===== config.mk =====
export PLATFORM = sky130hd
export DESIGN_NAME = uart_transmitter
export DESIGN_NICKNAME = d
export VERILOG_FILES = /design/src/rtl/uart_transmitter.sv
export SDC_FILE = /design/constraint.sdc
export NUM_CORES = 1
export LEC_CHECK = 0
export ABC_AREA = 1
export ABC_CLOCK_PERIOD_IN_PS = 2700
export BUFFER_PORTS_ARGS = -buffer_cell sky130_fd_sc_hd__buf_2
export CORE_MARGIN = 3
export CORE_UTILIZATION = 49
export CTS_BUF_LIST = sky130_fd_sc_hd__clkbuf_16
export DETAILED_ROUTE_END_ITERATION = 8
export PLACE_DENSITY = 0.68
export SLEW_MARGIN = 20
export SYNTH_ARGS = -nofsm -noshare
export SYNTH_HDL_FRONTEND = slang
export SYNTH_SLANG_ARGS = --single-unit

===== constraint.sdc =====
create_clock -name clk -period 2.7 [get_ports clk]
set_input_delay 0.27 -clock clk [delete_from_list [all_inputs] [get_ports clk]]
set_output_delay 0.27 -clock clk [all_outputs]
set_load 0.02 [all_outputs]

===== src/rtl/uart_transmitter.sv =====
// 8N1 UART transmitter with a small byte FIFO in front of the shift register.
// Frames are sent back to back while the FIFO has data; SOut idles high.
//
// state | meaning
// IDLE  | line high, waiting for the FIFO to become non-empty
// START | start bit (low) for one bit period
// DATA  | eight data bits, LSB first, one bit period each
// STOP  | stop bit (high); chains straight into START if more bytes are queued
module uart_transmitter #(
  parameter int CLOCK_FREQ = 33_000_000,
  parameter int BAUD_RATE  = 115_200,
  parameter int FIFO_DEPTH = 4
) (
  input  logic       clk,
  input  logic       rst_n,
  input  logic [7:0] DataIn,
  input  logic       DataInValid,
  output logic       DataInReady,
  output logic       SOut,
  output logic       Busy
);

  localparam int SYMBOL_EDGE_TIME = CLOCK_FREQ / BAUD_RATE;
  localparam int CNT_W = (SYMBOL_EDGE_TIME > 1) ? $clog2(SYMBOL_EDGE_TIME) : 1;
  localparam int PTR_W = $clog2(FIFO_DEPTH);
  localparam int OCC_W = PTR_W + 1;
  localparam logic [CNT_W-1:0] BIT_LAST = CNT_W'(SYMBOL_EDGE_TIME - 1);
  localparam logic [OCC_W-1:0] OCC_FULL = OCC_W'(FIFO_DEPTH);

  typedef enum logic [1:0] {
    IDLE  = 2'd0,
    START = 2'd1,
    DATA  = 2'd2,
    STOP  = 2'd3
  } state_t;

  state_t           state;
  state_t           state_nxt;
  logic [7:0]       fifo_mem [FIFO_DEPTH];
  logic [PTR_W-1:0] wr_ptr;
  logic [PTR_W-1:0] rd_ptr;
  logic [OCC_W-1:0] occ;
  logic [CNT_W-1:0] bit_cnt;
  logic [2:0]       bit_idx;
  logic [7:0]       shift;
  logic             push;
  logic             pop;
  logic             shift_en;
  logic             bit_end;
  logic             fifo_empty;
  logic             sout_nxt;

  // Ready depends only on the registered occupancy, so a pop in the same
  // cycle can never let a push through a full FIFO.
  assign fifo_empty  = (occ == '0);
  assign DataInReady = (occ < OCC_FULL);
  assign push        = DataInValid && DataInReady;
  assign bit_end     = (bit_cnt == BIT_LAST);
  assign Busy        = (state != IDLE) || !fifo_empty;

  always_ff @(posedge clk) begin
    if (push) begin
      fifo_mem[wr_ptr] <= DataIn;
    end
  end

  always_ff @(posedge clk or negedge rst_n) begin
    if (!rst_n) begin
      wr_ptr <= '0;
      rd_ptr <= '0;
      occ    <= '0;
    end else begin
      if (push) begin
        wr_ptr <= wr_ptr + PTR_W'(1);
      end
      if (pop) begin
        rd_ptr <= rd_ptr + PTR_W'(1);
      end
      case ({push, pop})
        2'b10:   occ <= occ + OCC_W'(1);
        2'b01:   occ <= occ - OCC_W'(1);
        default: occ <= occ;
      endcase
    end
  end

  always_ff @(posedge clk or negedge rst_n) begin
    if (!rst_n) begin
      state <= IDLE;
    end else begin
      state <= state_nxt;
    end
  end

  always_comb begin
    state_nxt = state;
    pop       = 1'b0;
    shift_en  = 1'b0;
    sout_nxt  = SOut;
    case (state)
      IDLE: begin
        sout_nxt = 1'b1;
        if (!fifo_empty) begin
          pop       = 1'b1;
          state_nxt = START;
          sout_nxt  = 1'b0;
        end
      end
      START: begin
        if (bit_end) begin
          state_nxt = DATA;
          sout_nxt  = shift[0];
        end
      end
      DATA: begin
        if (bit_end) begin
          shift_en = 1'b1;
          if (bit_idx == 3'd7) begin
            state_nxt = STOP;
            sout_nxt  = 1'b1;
          end else begin
            sout_nxt = shift[1];
          end
        end
      end
      STOP: begin
        if (bit_end) begin
          if (!fifo_empty) begin
            pop       = 1'b1;
            state_nxt = START;
            sout_nxt  = 1'b0;
          end else begin
            state_nxt = IDLE;
            sout_nxt  = 1'b1;
          end
        end
      end
      default: begin
        state_nxt = IDLE;
        sout_nxt  = 1'b1;
      end
    endcase
  end

  // Bit timer restarts at every boundary; it sits at zero in IDLE so the
  // start bit gets a full period from the edge that pops the byte.
  always_ff @(posedge clk or negedge rst_n) begin
    if (!rst_n) begin
      bit_cnt <= '0;
      bit_idx <= '0;
      shift   <= '0;
      SOut    <= 1'b1;
    end else begin
      SOut <= sout_nxt;
      if (state == IDLE || bit_end) begin
        bit_cnt <= '0;
      end else begin
        bit_cnt <= bit_cnt + CNT_W'(1);
      end
      if (state != DATA) begin
        bit_idx <= '0;
      end else if (bit_end) begin
        bit_idx <= bit_idx + 3'd1;
      end
      if (pop) begin
        shift <= fifo_mem[rd_ptr];
      end else if (shift_en) begin
        shift <= {1'b0, shift[7:1]};
      end
    end
  end

endmodule


# ---- Word-level counts from Yosys, hierarchy flattened
# Memories as Yosys holds them, arrays and structs flattened.
# Cells that the tools add are included.
dict set report totals {
  output_inout_bits 3
  elab_cells 67
  inputBits 11
  mem_bits_rw 32
  latch_bits 0
  ff_bits 30
  mem_bits_ro 0
  memories 1
}
# memory words word_bits read_ports rd_clocked_by_memory_dff write_ports line_no
set mem_list {}
lappend mem_list {fifo_mem 4 8 1 0 1 39} ;# logic [7:0] fifo_mem [FIFO_DEPTH];
dict set report op_classes {
  div_mod_pow 0
  n_mul 0
  order_cmp 1
  reduce_logical 12
  n_eq_ne 13
  shift 0
  bitwise 0
  n_mux 26
  addsub 6
}
# op n
set ops {}
lappend ops {{$mux W8} 2}
lappend ops {{$mux W1} 12}
lappend ops {{$ne A2 B2 Y1 const B} 6}
lappend ops {{$mux W2} 5}
lappend ops {{$add A9 B1 Y9 const B} 1}
lappend ops {{$eq A9 B9 Y1 const B} 1}
lappend ops {{$mux W9} 1}
lappend ops {{$pmux W2 S4} 1}
lappend ops {{$reduce_bool A2 Y1} 4}
lappend ops {{$add A3 B1 Y3 const B} 2}
lappend ops {{$eq A2 B2 Y1 const B} 3}
lappend ops {{$mux W3} 2}
lappend ops {{$pmux W3 S2} 1}
lappend ops {{$reduce_and A5 Y1} 1}
lappend ops {{$add A2 B1 Y2 const B} 2}
lappend ops {{$eq A2 B1 Y1 const B} 2}
lappend ops {{$pmux W1 S4} 1}
lappend ops {{$eq A3 B3 Y1 const B} 1}
lappend ops {{$logic_not A3 Y1} 1}
lappend ops {{$lt A3 B3 Y1 const B} 1}
lappend ops {{$reduce_and A3 Y1} 1}
lappend ops {{$sub A3 B1 Y3 const B} 1}
lappend ops {{$logic_not A2 Y1} 1}
lappend ops {{$logic_or A1 B1 Y1} 2}
lappend ops {{3 further kinds} 3}

# ---- Longest topological paths before layout
dict set report depth {
  word_depth 6
  ltp_mapped 15
  depth_no_buf 14
}

# ---- Least setup slack after synthesis
# OpenSTA, ideal clock, no wires.
dict set report synth_timing {
  path_type {register to register}
  startpoint {register state[0]}
  endpoint {register occ[2]}
  n_path_buf 1
  path_stages_with_launch 13
  period_less_slack_ns 2.379
  arrival_time_ns 2.248
  required_ns 2.569
  setup_time_ns 0.131
  slack_ns 0.321
  cell_sequence {dfrtp_1 > inv_1 > ha_1 > inv_1 > nand3_2 > nand2_4 > buf_12 > ha_1 > inv_1 > fa_1 > a21oi_1 > o21ai_0 > xor2_1}
}
dict set report synth_between {
  elab_chain_cells 4
  elab_cells_between_ends 7
  classes_between {3 x eq/ne; 2 x mux; 2 x reduce/logical}
}
# item line_no
set synth_rtl {}
lappend synth_rtl {{start, declared} 37} ;# state_t state;
lappend synth_rtl {{start signal, assigned} 91} ;# state <= state_nxt;
lappend synth_rtl {{$eq A2 B2 Y1 / $logic_not A2 Y1 (equally long branches)} 100} ;# case (state)
lappend synth_rtl {{$pmux W1 S2 (*)} 100}
lappend synth_rtl {{named net pop} 47} ;# logic pop;
lappend synth_rtl {{$eq A2 B1 Y1 / $eq A2 B2 Y1 (equally long branches)} 79} ;# case ({push, pop})
lappend synth_rtl {{$pmux W3 S2 / $reduce_bool A2 Y1 (equally long branches)} -}
lappend synth_rtl {{end signal, assigned} 80} ;# 2'b10: occ <= occ + OCC_W'(1);
lappend synth_rtl {{end signal, assigned} 81} ;# 2'b01: occ <= occ - OCC_W'(1);
lappend synth_rtl {{end, declared} 42} ;# logic [OCC_W-1:0] occ;
# The timed path passes the listed nets; every way through them passes the cells marked *.
# A chain may end at the register's enable or synchronous reset.

# ---- Worst setup path in the final report
dict set report layout_timing {
  startpoint {register state[0]}
  endpoint {register occ[2]}
}
dict set report layout_between {
  elab_chain_cells 4
  elab_cells_between_ends 7
  classes_between {3 x eq/ne; 2 x mux; 2 x reduce/logical}
}
# item line_no
set layout_rtl {}
lappend layout_rtl {{$eq A2 B2 Y1 / $logic_not A2 Y1 (equally long branches)} 100}
lappend layout_rtl {{$pmux W1 S2 (*)} 100}
lappend layout_rtl {{$eq A2 B1 Y1 / $eq A2 B2 Y1 (equally long branches)} 79}
lappend layout_rtl {{$pmux W3 S2 / $reduce_bool A2 Y1 (equally long branches)} -}
# Mark *: on every way between the ends. The rest lies on a longest branch, timed or not.

==> reports/results.txt <==
The run finished, with violations left. The checks that failed: negative hold slack. The tools report the number of DRC markers in iteration 0 as 95. The H-tree was split into 3 levels.

The remaining max-slew budget at the tightest pin is 0.473. Of all cell types, the one taking the most synthesized area is edfxtp_1. The critical path's slowest cell is dfrtp_1. The tools report the initial antenna violation count as 0.

Largest vdd supply drop: 0.000568 V. Placement row count: 27. The latest clock arrival within the worst-skew pair was 0.32 ns; the width of the die was 83.4 µm. In this run the power density over the cells is 792 nW/µm².

Entering global routing, the biggest net connects 31 pins. The tools report the critical path arrival as 2.63 ns. The largest stage delay on the critical path is 0.41 ns. The switching power share of the total came out at 0.228. The final standard cell count with taps included and fillers excluded came out at 385.

The internal power summed over all cells is 2.08 mW, and the post-route standard cell area excluding fillers is 3410 µm². In this run the number of cells on the critical path is 11. CTS buffer count: 9. The logs give 62 for the number of clock sinks and 436 for the final-layout fill cell count. The fraction of the cycle the final worst path needs is 0.901, and the flip-flop and latch count after synthesis is 62. After synthesis, the cell types taking the most area are edfxtp_1 33%, dfrtp_1 25%, ha_1 5.5%.

For the register cell area after layout, the log shows 1710 µm². In the final routed layout, each cell accounts on average for 14.2 µm. The top-area cell type share of the netlist area came out at 0.327. The tools report the number of pins with negative max-slew slack in the final report as 0. The tools report the total of cells resized after clock tree synthesis as 0.

For this design, the CTS-stage hold fixing added 0 buffers. After clock tree synthesis, the setup repair step added 0 buffers. For the post-synthesis cell area, the log shows 2940 µm².

The routed layout has 1,985 vias. 14 I/O pins were placed. The multi-input combinational cells in the finished layout cover a total of 1070 µm². Clock-pin slew was measured on the worst setup and hold paths at 0.05 ns. Counting cells, the worst reg-to-reg path comes to 11. The share of layout cells above drive strength 1 was 0.163; the upper clock frequency limit was 411 MHz. The overall fraction of global-route tracks in use is 0.171, and the critical path buffer and inverter count is 3. TritonCTS built the clock tree.

The cell chosen for the clock root was clkbuf_16. The tools report the total of endpoints with negative setup slack in the final report as 0. The library cell appearing most often on the critical path is inv_1.

The max capacitance violation total was 0. The initial core utilization is 0.521, and the sum of overflow across all layers after global routing is 0. The area added between synthesis and finish was 16.0%.

STA classifies the critical path startpoint as a flop. Total number of yosys warnings: 0. For this run, design rule violations remaining after detail routing come to 0.

For this design the static power due to leakage is 1.49 nW. The endpoint type of the worst setup path was a flop. Maximum fanout count along the critical path: 10. The time the worst path needs with I/O delays and setup works out to 2.43 ns.

The signal on the critical path passes through inv_1, ha_1, inv_1, nand3_2, nand2_4, ha_1, inv_1, fa_1, a21oi_1, o21ai_0, xor2_1. The worst hold slack came out at -0.0173 ns. The number of antenna diodes in the final layout is 0. The cell count after synthesis came out at 287. The total power of the final layout is 2.70 mW, and the fraction of power consumed by sequential logic is 0.427. Routability-driven placement finished with a final weighted congestion of 0.836. Setup repair after global routing left no endpoint under its margin. For this block, the routed nets add up to 5480 µm of wire. The total placed instance area is 3080 µm², and the synthesized net count is 312. For the pin with the worst max-slew slack, the measured transition is 0.788 ns. In the final timing run, aggregate negative setup slack is 0 ns.

The first-pass iteration count of the detailed router is 4. Summed over all nets, the switching power comes to 0.615 mW. The final-stage net count is 333. The worst hold path belongs to the class input pin to async pin. On the final layout, the worst clock skew is 0.00324 ns. The die is 83.4 µm tall. The first-pass GRT wire length is 9230 µm, and the post-detailed-route via-to-cell ratio is 5.16. For the remaining antenna violation count after routing, the log shows 0. The region available for standard cell placement spans 5640 µm². Total die area: 6960 µm². In this design, the largest share of critical-path delay is due to adder cells. The number of global-route vias before repair was 1,909; the combinational share of power was 0.100.

The half-perimeter wire length of the detailed placement result came out at 3540 µm. Buffers placed on the I/O ports in this run total 13. The number of placed instances, taps included, is 369.

The type of the worst setup path was flop to flop. The synthesized area per cell is 10.2 µm². The logs give 0.583 for the register area share after synthesis and 0.473 for the clock network fraction of total power.

The logs give 2 for the maximum number of buffers from clock root to sink and 31 for the number of distinct library cells after synthesis. The run gives 29 as the final count of hold timing violations. Data on the critical path is required at its endpoint by 2.90 ns.
==> cell usage in the layout (no fill, tap or decap), types with 2 or more instances in the layout <==
cell	netlist	routed
nand2_2	2	2
clkbuf_16	0	9
buf_4	0	4
o22ai_1	8	8
bufinv_16	0	3
nand3_2	2	2
nor2_2	10	10
o21ai_0	25	25
a21oi_1	12	12
xor2_1	3	3
ha_1	13	13
nor3_1	3	3
nand2_1	39	39
nor3b_1	3	3
inv_1	28	31
dfrtp_1	29	29
buf_2	2	13
nand3_1	21	21
edfxtp_1	32	32
nor2_1	38	38
==> routing by layer <==
layer,global-route usage,vias to the layer above,share of wire
met5,0,-,0
met4,0.0892,0,0.021
met3,0.0516,9,0.043
met2,0.264,49,0.47
met1,0.217,924,0.46
li1,-,1003,-
==> layout make-up <==
class                      instances  share of cell area
multi-input combinational        189               0.314
clock inverter                     7              0.0312
clock buffer                       9              0.0660
inverter                          29              0.0319
tap                               72              0.0264
timing repair buffer              17              0.0279
sequential                        62               0.502
==> synth_stat cells <==
library cell,number
nand2_1,39
nor2_1,38
edfxtp_1,32
dfrtp_1,29
inv_1,28
o21ai_0,25
nand3_1,21
ha_1,13
a21oi_1,12
nor2_2,10
o22ai_1,8
clkbuf_1,4
nor3_1,3
nor3b_1,3
xor2_1,3
buf_2,2
nand2_2,2
nand3_2,2
a21oi_2,1
buf_12,1
dfstp_2,1
fa_1,1
inv_2,1
nand2_4,1
nand3_4,1
nand4_1,1
nor2_8,1
o21ai_1,1
o21bai_1,1
xnor2_1,1
xor2_2,1
==> metrics by stage <==
| step | worst slack [ns] | util |
|---|---|---|
| finish | 0.268 | 0.605 |
| detailed placement | 0.279 | 0.546 |
| global placement | 0.372 | 0.546 |
| global route | 0.0211 | 0.605 |
| CTS | 0.270 | 0.605 |
| floorplan | 0.321 | - |
==> path summary, 6_finish.rpt <==
check	slack (ns)	from	to
worst max-delay path	0.27	state[0]	occ[2]
worst min-delay path	-0.02	rst_n	state[0]
worst max register to register	0.27	state[0]	occ[2]
worst min register to register	0.48	occ[0]	occ[0]
max in group asynchronous	2.28	rst_n	bit_cnt[8]
min in group clk	0.16	DataIn[7]	fifo_mem[2][7]
==> state kept, by name, indices dropped and copies added, names as in the netlist <==
name      cells
shift         8
wr_ptr        2
fifo_mem     32
bit_idx       3
rd_ptr        2
state         2
occ           3
bit_cnt       9
SOut          1
==> worst reg2reg max path, stage by stage, from the launching register on <==
cell and delay [ns]:
dfrtp_1 0.41, inv_1 0.08, ha_1 0.29, inv_1 0.18, nand3_2 0.23, nand2_4 0.13, ha_1 0.14, inv_1 0.07
fa_1 0.38, a21oi_1 0.14, o21ai_0 0.11, xor2_1 0.16
==> cell families after synthesis <==
family          after synthesis  synth area share
fa+ha+maj                    14            0.0622
simple gates                122             0.198
flops                        62             0.583
xor+xnor                      5            0.0175
compound gates               48            0.0873
buf+inv                      36            0.0524
==> power groups by stage <==
stage,sequential (mW),combinational [mW],clock (mW)
floorplan,1.16,0.191,0
finish,1.15,0.270,1.28
global route,1.16,0.320,1.35
detailed placement,1.17,0.275,0
CTS,1.15,0.277,1.29
global placement,1.17,0.266,0
Note: power is estimated with default switching activity, not from simulation.
